==> src/rtl/gray_raster_source.sv <==
// Camera RGB-to-luma front end with raster X/Y tagging.
// Feeds the binarisation threshold stage with an aligned gray/valid/X/Y stream.
module gray_raster_source #(
    parameter int H_ACTIVE = 640,
    parameter int V_ACTIVE = 480,
    parameter int W_R      = 77,
    parameter int W_G      = 150,
    parameter int W_B      = 29
) (
    input  logic        iClk,
    input  logic        iRst_n,
    input  logic [9:0]  iRed,
    input  logic [9:0]  iGreen,
    input  logic [9:0]  iBlue,
    input  logic        iDval,
    input  logic        iFval,
    output logic [7:0]  oGray,
    output logic        oValid,
    output logic [15:0] oX_Cont,
    output logic [15:0] oY_Cont,
    output logic        oFrameStart,
    output logic        oFrameDone,
    output logic        oOverrun
);

    localparam logic [15:0] X_LAST = 16'(H_ACTIVE - 1);
    localparam logic [15:0] Y_LAST = 16'(V_ACTIVE - 1);
    localparam logic [15:0] Y_LIM  = 16'(V_ACTIVE);
    localparam logic [17:0] K_R    = 18'(W_R);
    localparam logic [17:0] K_G    = 18'(W_G);
    localparam logic [17:0] K_B    = 18'(W_B);

    typedef enum logic [1:0] {
        WAIT_LOW,
        WAIT_HIGH,
        ACTIVE
    } state_t;

    state_t      state;
    state_t      stateNext;
    logic        fvalQ;
    logic        fvalRise;
    logic        fvalFall;
    logic [15:0] xCnt;
    logic [15:0] yCnt;
    logic [15:0] xNext;
    logic [15:0] yNext;
    logic        pixValid;
    logic        pixStart;
    logic        pixDone;
    logic        setOvr;

    logic        s1Valid;
    logic        s1Start;
    logic        s1Done;
    logic [15:0] s1X;
    logic [15:0] s1Y;
    logic [17:0] s1R;
    logic [17:0] s1G;
    logic [17:0] s1B;
    logic [17:0] s1Sum;
    logic [7:0]  s1Gray;

    assign fvalRise = ~fvalQ & iFval;
    assign fvalFall = fvalQ & ~iFval;
    assign pixStart = (xCnt == '0) && (yCnt == '0);
    assign pixDone  = (xCnt == X_LAST) && (yCnt == Y_LAST);

    always_comb begin
        stateNext = state;
        xNext     = xCnt;
        yNext     = yCnt;
        pixValid  = 1'b0;
        setOvr    = 1'b0;
        unique case (state)
            WAIT_LOW: begin
                if (!iFval) begin
                    stateNext = WAIT_HIGH;
                end
            end
            WAIT_HIGH: begin
                if (fvalRise) begin
                    stateNext = ACTIVE;
                    xNext     = '0;
                    yNext     = '0;
                end
            end
            ACTIVE: begin
                if (iDval) begin
                    // Lines past the frame height are dropped, Y stays pinned
                    if (yCnt >= Y_LIM) begin
                        setOvr = 1'b1;
                    end else begin
                        pixValid = 1'b1;
                        if (xCnt == X_LAST) begin
                            xNext = '0;
                            yNext = yCnt + 16'd1;
                        end else begin
                            xNext = xCnt + 16'd1;
                        end
                    end
                end
                if (fvalFall) begin
                    stateNext = WAIT_HIGH;
                    if (yNext < Y_LIM) begin
                        setOvr = 1'b1;
                    end
                end
            end
            default: begin
                stateNext = WAIT_LOW;
            end
        endcase
    end

    always_ff @(posedge iClk or negedge iRst_n) begin
        if (!iRst_n) begin
            state    <= WAIT_LOW;
            fvalQ    <= 1'b0;
            xCnt     <= '0;
            yCnt     <= '0;
            oOverrun <= 1'b0;
        end else begin
            state    <= stateNext;
            fvalQ    <= iFval;
            xCnt     <= xNext;
            yCnt     <= yNext;
            oOverrun <= oOverrun | setOvr;
        end
    end

    always_ff @(posedge iClk or negedge iRst_n) begin
        if (!iRst_n) begin
            s1Valid <= 1'b0;
            s1Start <= 1'b0;
            s1Done  <= 1'b0;
            s1X     <= '0;
            s1Y     <= '0;
            s1R     <= '0;
            s1G     <= '0;
            s1B     <= '0;
        end else begin
            s1Valid <= pixValid;
            s1Start <= pixValid & pixStart;
            s1Done  <= pixValid & pixDone;
            if (pixValid) begin
                s1X <= xCnt;
                s1Y <= yCnt;
                s1R <= K_R * {8'd0, iRed};
                s1G <= K_G * {8'd0, iGreen};
                s1B <= K_B * {8'd0, iBlue};
            end
        end
    end

    // Weights sum to 256, so the top byte of the 18-bit sum is the luma
    assign s1Sum  = s1R + s1G + s1B;
    assign s1Gray = 8'(s1Sum >> 10);

    always_ff @(posedge iClk or negedge iRst_n) begin
        if (!iRst_n) begin
            oValid      <= 1'b0;
            oFrameStart <= 1'b0;
            oFrameDone  <= 1'b0;
            oGray       <= '0;
            oX_Cont     <= '0;
            oY_Cont     <= '0;
        end else begin
            oValid      <= s1Valid;
            oFrameStart <= s1Start;
            oFrameDone  <= s1Done;
            if (s1Valid) begin
                oGray   <= s1Gray;
                oX_Cont <= s1X;
                oY_Cont <= s1Y;
            end
        end
    end

endmodule

==> config.mk <==
export PLATFORM = sky130hd
export DESIGN_NAME = gray_raster_source
export DESIGN_NICKNAME = d
export VERILOG_FILES = /design/src/rtl/gray_raster_source.sv
export SDC_FILE = /design/constraint.sdc
export NUM_CORES = 1
export LEC_CHECK = 0
export BUFFER_PORTS_ARGS = -buffer_cell sky130_fd_sc_hd__buf_2
export CAP_MARGIN = 10
export CORE_MARGIN = 8
export CORE_UTILIZATION = 35
export DETAILED_ROUTE_END_ITERATION = 8
export GPL_TIMING_DRIVEN = 0
export PLACE_DENSITY = 0.52
export SYNTH_ARGS = -nofsm -noshare
export SYNTH_HDL_FRONTEND = slang
export SYNTH_SLANG_ARGS = --single-unit
==> constraint.sdc <==
create_clock -name iClk -period 6.75 [get_ports iClk]
set_clock_uncertainty 0.15 [all_clocks]
set_input_delay 1.35 -clock iClk [delete_from_list [all_inputs] [get_ports iClk]]
set_output_delay 1.35 -clock iClk [all_outputs]
set_load 0.01 [all_outputs]
### Yosys cells after proc, flatten, opt, wreduce, memory -nomap -nowiden

Cells that the tools add are included.

* $add $sub $neg: 4
* multiply operators: 3
* $lt $le $gt $ge: 2
* equality and inequality tests: 9
* mux-type cells: 22
* bitwise gates (word level): 7
* reduce and logical (&&, ||, !) cells: 9

Operators by type and width (count)
* $mux W16: 8
* $pmux W16 S2: 2
* $mul A7 B10 Y17 const A: 2
* $add A16 B1 Y16 const B: 2
* $logic_not A16 Y1: 2
* $add A17 B18 Y18: 1
* $add A18 B15 Y18: 1
* $eq A16 B10 Y1 const B: 1
* $eq A16 B9 Y1 const B: 1
* $ge A16 B9 Y1 const B: 1
* $lt A16 B9 Y1 const B: 1
* $mul A5 B10 Y15 const A: 1
* $ne A2 B2 Y1 const B: 5
* $mux W1: 8
* $mux W2: 3
* $pmux W2 S3: 1
* $and A1 B1 Y1: 4
* $reduce_and A4 Y1: 1
* $reduce_and A3 Y1: 1
* $eq A2 B1 Y1 const B: 1
* $eq A2 B2 Y1 const B: 1
* $logic_and A1 B1 Y1: 2
* $logic_not A2 Y1: 1
* $not A1 Y1: 2
* 3 further kinds: 3

* flip-flop bits (word level): 163
* output and inout bits: 44
* logic and storage cells: 75

### Depth between registers and ports, before layout

Gate-level depths: netlist of run 1.

* depth after elaboration: 10
* mapped depth: 15
* gate-level depth less buffers: 15

### Worst setup path before layout of run 1

No wires, ideal clock.

* path kind: input -> register
* start point: input port iRed[4]
* end point: register s1R[16]
* arrival: 4.504 ns
* data required time: 6.463 ns
* slack: 1.958 ns
* stages on the path: 13
* buffers on the path: 0
* path through: ha_1 > ha_1 > inv_1 > fa_1 > fa_1 > inv_1 > ha_1 > o21a_1 > o2111ai_1 > o21ai_0 > o31a_1 > a2111oi_0 > nor3_1

* cells in the longest elaborated chain, start to end: 1

RTL lines
* start: declaration: RTL line 12 `input logic [9:0] iRed,`
* $mul A7 B10 Y17: RTL line 149 `s1R <= K_R * {8'd0, iRed};`
* end signal: assignment: RTL line 149
* end: declaration: RTL line 58 `logic [17:0] s1R;`

Every way passes these cells.
A chain may end at the register's enable or synchronous reset.

### Worst setup path after layout of run 1

* start point: input port iBlue[1]
* end point: register s1B[14]

* cells in the longest elaborated chain, start to end: 1

RTL lines
* start: declaration: RTL line 14 `input logic [9:0] iBlue,`
* $mul A5 B10 Y15: RTL line 151 `s1B <= K_B * {8'd0, iBlue};`
* end signal: assignment: RTL line 151
* end: declaration: RTL line 60 `logic [17:0] s1B;`

Every way passes these cells.

==> impl_results.md, run 1 <==
* Status: finished, final reports clean
* Final net count at between 1000 and 1500
* Register area share after synthesis at 0.379
* Routability congestion estimate at 0.804
* Hold Path Depth at 0
* Fin crit share at 0.722
* Hold Crit Start: s1Start
* Area Overhead vs Synth at 14.0%
* Proportion of layout cells with a drive suffix above 1 at 0.136
* Top_reg_cell synth: dfrtp_1
* Via-to-Cell Ratio at about 4.9
* GRT Resource Usage Total at 0.141
* Max incr delay on CP at 690 ps
* Placed insts at 1558
* Htree depth at 4
* Cell Count, Final, Fillers Out at roughly 1600
* Final Max Slew Viols at 0
* Slowest cell on crit path: a2111oi_0
* Die Wd at ~190 µm
* CP startpoint kind: input pin
* Rel. slew slack at 0.514
* CTS tree: built
* YS warnings at 0
* First-pass GRT wire length at just over 40000 µm
* Area leader, netlist: dfrtp_1
* Largest cells by area after synthesis: dfrtp_1 (38%), ha_1 (16%), fa_1 (9.7%)
* Row count at 64
* RSZ-0062 raised after global routing: no
* Largest net degree at the start of global routing at 92
* Max Cap Viol at 0
* Ports at 78
* Crit end category: register
* Via count at 7770
* Root Buffer: clkbuf_16
* Synth Instances at 1084
* Starting Density at 0.354
* TritonRoute pass-1 iters at 5
* Clock-pin slew on the worst setup and hold paths at around 70 ps
* Post-route minimum period at 4870 ps
* Hold Path End: oFrameStart
* Final Hold Fails at 0
* Largest delay share family, worst path: adder cells
* Grt ovf at 0
* Clk buf depth at 2
* WP buf/inv at 5
* EDFF count, synth at 0
* Antenna Nets Post-Route at 0
* Cells along the critical path: buf_2 > inv_1 > fa_1 > inv_1 > ha_1 > inv_1 > fa_1 > inv_1 > ha_1 > a21o_1 > a2111oi_0 > o21bai_1 > a41oi_1 > xnor2_1 > o21ai_0
* Synthesized cell area at approximately 11000 µm²
* Final Setup Violations at 0
* R2R cell count at 9
* Cell mode on critical path: inv_1
* DRC viols at 0
* Post-synth cell types at 64
* Net Count, Synth at 1305
* Syn avg cell area at between 9 and 10 µm²
* Max IR drop VDD at ~150 µV
* Vias in the first global route at 7901
* R2R Setup Slk at roughly 3500 ps
* Yosys reg bits at 163
* Number of port buffers at 77
* Iter 0 DRT Violations at roughly 360
* Leakage at 6.40 nW
* Hold buffers post-CTS at 0
* Detailed Route WL at between 20000 and 25000 µm
* Hold crit path type: register to register
* PwrDens at between 300 and 400 nW/µm²
* Setup TNS at 0 ps
* Chip height at around 190 µm
* Setup bufs post-CTS at 0
* FMAX at 0.205 GHz
* Yosys top cell area share at 0.379
* CTS sink count at around 160
* Post-detail-place hpwl at just under 20000 µm
* Clock Latency Late Sink at 440 ps
* Reg2reg end: oGray[5]
* Post-cts resize count at 0
* Initial antenna violation count at 0
* Crit Path Max Fanout at 3
* WS Path Type: input pin to register
* Slew @ Worst Pin at just over 700 ps
* Wire per inst at approximately 16 µm
* Core area at 30400 µm²
* RR Startpoint: s1R[7]
* Die Footprint at ~37000 µm²
* Req. time, crit path at between 6000 and 7000 ps
* CP arrival at approximately 5000 ps
* Post-synth ARST share at 1.00
* Inserted Clock Buffers at 17
## flip-flops by register name, summed over array words and instances (netlist names), 16 cells and up
signal and count:
s1G 17, s1R 17, oX_Cont 16, oY_Cont 16, s1X 16, s1Y 16, xCnt 16, yCnt 16
## cell usage in the layout, fill, tap and decap left out, types with 4 or more instances in the layout
cell type    n
clkbuf_1    24
xor2_1      14
inv_1      125
a31oi_1      9
clkbuf_16   17
a21oi_1     27
nand4_1      4
nor3_1      11
nand2_1    174
buf_2       78
o21a_1       4
mux2_2      36
and3_1       8
nor3b_1      4
nand3_1     16
o31ai_1      6
and2_1      14
inv_8        5
nor2_1      39
nand2b_1    12
o21bai_1     7
ha_1       135
a211oi_1     8
a21o_1      16
xnor2_1     19
dfrtp_1    163
fa_1        52
o21ai_0     85
nor4_1      10
## synth_stat cells (9+ instances only)
| library cell | count |
|---|---|
| o21ai_0 | 85 |
| inv_1 | 125 |
| xor2_1 | 14 |
| and2_1 | 14 |
| clkbuf_1 | 24 |
| xnor2_1 | 19 |
| nand2_1 | 174 |
| a21o_1 | 16 |
| nor3_1 | 11 |
| fa_1 | 52 |
| a31oi_1 | 9 |
| nand3_1 | 16 |
| ha_1 | 135 |
| nor4_1 | 10 |
| nand2b_1 | 12 |
| nor2_1 | 39 |
| dfrtp_1 | 163 |
| mux2_2 | 36 |
| a21oi_1 | 27 |
## report_power, final
part	total (mW)	switching (mW)	internal (mW)
logic	1.74	0.990	0.754
clock network	0.965	0.470	0.495
registers	1.32	0.164	1.16
## cells by family after synthesis
logic type | Yosys count | share of synthesized area
DFF | 163 | 0.379
buffers and inverters | 157 | 0.0568
adders and majority gates | 187 | 0.254
xor gates and xnor gates | 33 | 0.0268
muxes | 39 | 0.0404
AOI/OAI and AO/OA | 190 | 0.109
and+or+nand+nor | 315 | 0.135
## final cells by class
| class | count | area (µm²) |
|---|---|---|
| sequential | 163 | 4080 |
| buffer | 31 | 134 |
| antenna | 1 | 2.50 |
| multi-input combinational | 764 | 6080 |
| inverter | 126 | 478 |
| clock buffer | 17 | 425 |
| clock inverter | 15 | 160 |
| timing repair buffer | 78 | 423 |
| fill | 3115 | 18200 |
| tap | 396 | 495 |
## per-stage QoR
stage	setup WS (ps)	hold slack [ps]	power [mW]	util	cell area [µm²]
6_report	1880	201	4.03	0.403	12300
5_1_grt	1620	218	4.39	0.403	12300
4_1_cts	1950	205	4.08	0.403	12300
3_5_place_dp	1500	189	3.09	0.384	11700
3_3_place_gp	1520	183	3.06	0.383	11600
2_1_floorplan	1960	181	2.58	-	10800
## worst max path at each step
| stage | end | cells after the start | start |
|---|---|---|---|
| 2_1_floorplan | s1R[16] | 13 | iRed[4] |
| 3_3_place_gp | s1R[14] | 1 | iRst_n |
| 3_5_place_dp | s1B[14] | 15 | iBlue[1] |
| 4_1_cts | s1B[14] | 15 | iBlue[1] |
| 5_1_grt | s1B[14] | 15 | iBlue[1] |
| 6_report | s1B[14] | 15 | iBlue[1] |
## per-layer routing
layer	global-route usage	wire length, µm
met5	0	0
met4	0.0429	383
met3	0.0219	720
met2	0.224	11300
met1	0.195	12300
No activity file was read; power rests on OpenSTA's default activity.
==> inputs of run 2 (changes only) <==
--- a/config.mk
+++ b/config.mk
@@ -5,6 +5,7 @@
 export SDC_FILE = /design/constraint.sdc
 export NUM_CORES = 1
 export LEC_CHECK = 0
+export ABC_AREA = 1
 export BUFFER_PORTS_ARGS = -buffer_cell sky130_fd_sc_hd__buf_2
 export CAP_MARGIN = 10
 export CORE_MARGIN = 8
==> constraint.sdc (replaced) <==
create_clock -name iClk -period 5 [get_ports iClk]
set_clock_uncertainty 0.15 [all_clocks]
set_input_delay 1 -clock iClk [delete_from_list [all_inputs] [get_ports iClk]]
set_output_delay 1 -clock iClk [all_outputs]
set_load 0.01 [all_outputs]
==> run 2 against run 1 <==
  * Synthesized cell count increased by 19%
  * Worst hold slack got worse by 8.9 ps
  * Power up 43%
  * Final cell count is 13% higher
  * Worst setup slack got worse by 990 ps
  * Synthesized area up 3.0%
  * Largest power group unchanged
  * Highest routed layer is now met5
==> impl_results.md, run 2 <==
* Post-route setup slack at 893 ps (was 1880 ps)
* Crit end category: register (unchanged)
* Hold buffers post-CTS at 0 (unchanged)
* WS Path Type: input pin to register (unchanged)
* GRT Resource Usage Total at 0.140 (was 0.141)
* EDFF count, synth at 0 (unchanged)
* Detailed Route WL at 25600 µm (was 24800 µm)
* CTS sink count at 163 (unchanged)
* Fin crit share at 0.821
* Largest net degree at the start of global routing at 111 (was 92)
* Die Wd at 194 µm (was 191 µm)
* RR Startpoint: s1R[3] (was s1R[7])
* Max IR drop VDD at 201 µV (was 151 µV)
* Post-route minimum period at around 4100 ps
* CP arrival at 4280 ps (was 5020 ps)
* Placed insts at 1771 (was 1558)
* Clock-pin slew on the worst setup and hold paths at 70 ps (about the same)
* Number of port buffers at 77 (unchanged)
* Max Cap Viol at 0 (unchanged)
* Initial antenna violation count at 2 (was 0)
* DRC viols at 0 (unchanged)
* Req. time, crit path at 5170 ps (was 6900 ps)
* Routability congestion estimate at 0.864 (was 0.804)
* CP startpoint kind: input pin (unchanged)
* Crit Path Max Fanout at 4 (was 3)
* RSZ-0062 raised after global routing: no (unchanged)
* Hold Crit Start: s1Start (unchanged)
* PwrDens at 458 nW/µm² (was 329 nW/µm²)
* Die Footprint at 37600 µm² (was 36600 µm²)
* Setup TNS at 0 ps (unchanged)
* Most common cell after layout, fill and taps aside: nand2_1 (unchanged)
* Final Max Slew Viols at 0 (unchanged)
* Yosys top cell area share at 0.368 (was 0.379)
* Via count at 8455 (was 7770)
* Ports at 78 (unchanged)
* First-pass GRT wire length at 43300 µm (was 41500 µm)
* Via-to-Cell Ratio at 4.69 (was 4.88)
* Ant. Diodes at 0 (was 1)
* Starting Density at 0.353 (was 0.354)
* CP Launch Point: iGreen[6] (was iBlue[1])
* Post-synth cell types at 44 (was 64)
* Root Buffer: clkbuf_16 (unchanged)
* Clk buf depth at 2 (unchanged)
* YS warnings at 0 (unchanged)
* Status: finished, final reports clean (unchanged)
* Count leader, synth: nand2_1 (unchanged)
* Inserted Clock Buffers at 17 (unchanged)
* Antenna Nets Post-Route at 0 (unchanged)
* Fin util at 0.401 (was 0.403)
* Post-cts resize count at 0 (unchanged)
* Syn avg cell area at 8.59 µm² (was 9.93 µm²)
* FMAX at 0.243 GHz
* Final net count at 1609 (was 1402)
* Setup bufs post-CTS at 0 (unchanged)
* Top_reg_cell synth: dfrtp_1 (unchanged)
* TritonRoute pass-1 iters at 4 (was 5)
* Most frequent cells in the layout: nand2_1 (345), inv_1 (173), dfrtp_1 (163) (was nand2_1 (174), dfrtp_1 (163), ha_1 (135))
* Yosys reg bits at 163 (unchanged)
* Htree depth at 4 (unchanged)
* Final Hold Fails at 0 (unchanged)
* Chip height at 194 µm (was 191 µm)
* Clock Latency Late Sink at 430 ps (was 440 ps)
* Post-detail-place hpwl at 20700 µm (was 19500 µm)
* Row count at 65 (was 64)
* Register area share after synthesis at 0.368 (was 0.379)
* Final Setup Violations at 0 (unchanged)
* Core area at 31400 µm² (was 30400 µm²)
* Wire per inst at 14.2 µm (was 15.6 µm)
* Net Count, Synth at 1512 (was 1305)
* Proportion of layout cells with a drive suffix above 1 at 0.117 (was 0.136)
* Hold_ws at 192 ps (was 201 ps)
* Slew @ Worst Pin at 612 ps (was 711 ps)
* Placement Setup Slack at 435 ps (was 1500 ps)
* Leakage at 6.75 nW (was 6.40 nW)
* Area leader, netlist: dfrtp_1 (unchanged)
* Synthesized cell area at 11100 µm² (was 10800 µm²)
* Post-synth ARST share at 1.00 (unchanged)
* Rel. slew slack at 0.592 (was 0.514)
* Commonest cells post-synth: nand2_1 (345), inv_1 (173), dfrtp_1 (163), ha_1 (135), a21oi_1 (70) (was nand2_1 (174), dfrtp_1 (163), ha_1 (135), inv_1 (125), o21ai_0 (85))
* Iter 0 DRT Violations at 398 (was 357)
* Regs by FF count: s1G (17), s1R (17) (unchanged)
* Hold crit path type: register to register (unchanged)
* Largest cells by area after synthesis: dfrtp_1 (37%), ha_1 (15%), nand2_1 (12%) (was dfrtp_1 (38%), ha_1 (16%), fa_1 (9.7%))
* Grt ovf at 0 (unchanged)
* Cell Count, Final, Fillers Out at 1803 (was 1591)
* CTS tree: built (unchanged)
* Synth Instances at 1291 (was 1084)
* Vias in the first global route at 8630 (was 7901)
* Area Overhead vs Synth at 13.4% (was 14.0%)
run 2: changes by cell type after synthesis, moves of 29 or more:
cell     change
nor2_1      +29
a21oi_1     +43
o21ai_1     +53
inv_1       +48
o21ai_0     -54
mux2_2      -36
nand2_1    +171
nand3_1     +33
run 2: worst paths after layout:
check | cells past startpoint | end | slack, ps
max | 15 | s1G[13] | 890
min | 0 | oFrameStart | 190
min reg2reg | 0 | oFrameStart | 190
max reg2reg | 11 | oGray[0] | 2240
min in group asynchronous | 1 | oY_Cont[13] | 320
max in group asynchronous | 2 | yCnt[12] | 3470
run 2: layer usage:
layer	vias to the layer above	global-route usage	part of all wire	wire length, µm
li1	4359	-	-	-
met1	3955	0.183	0.50	12700
met2	106	0.231	0.45	11600
met3	31	0.0236	0.031	793
met4	4	0.0481	0.019	485
met5	-	0	0.0010	26
run 2: metrics by stage:
| stage | instance area, µm² | power (mW) |
|---|---|---|
| 5_1_grt | 12600 | 6.33 |
| 6_report | 12600 | 5.76 |
| 2_1_floorplan | 11100 | 3.80 |
| 3_5_place_dp | 12000 | 4.56 |
| 4_1_cts | 12600 | 5.84 |
| 3_3_place_gp | 12000 | 4.53 |
run 2: layout make-up:
type	count	area (µm²)
Fill cell	3211	18800
Multi-Input combinational cell	915	6160
Tap cell	402	503
Buffer	28	160
Clock inverter	15	139
Sequential cell	163	4080
Timing Repair Buffer	78	423
Clock buffer	17	425
Inverter	185	694
run 2: worst max-delay path, cell delays in order:
cell and delay (ps):
buf_2 130, ha_1 300, ha_1 300, fa_1 540, inv_1 60, fa_1 500
inv_1 40, ha_1 340, a21oi_1 130, o21ai_0 120, a21oi_1 210, o21ai_0 180
or2_2 310, nand3_1 70, nand2_1 50
run 2: logic make-up (layout without fill, tap and decap cells):
group | after synthesis | count (layout) | synth area share
AND/OR/NAND/NOR | 514 | 514 | 0.196
buffers and inverters | 213 | 323 | 0.0771
adder cells (fa/ha/maj) | 187 | 187 | 0.246
AO/OA/AOI/OAI | 186 | 186 | 0.0909
flip-flops | 163 | 163 | 0.368
XOR/XNOR | 28 | 28 | 0.0221
run 2: report_power, final:
group	internal (mW)	switching [mW]	leakage, nW
Sequential	1.60	0.246	2.20
Combinational	1.05	1.60	4.27
Clock	0.660	0.599	0.276
Total	3.31	2.45	6.75
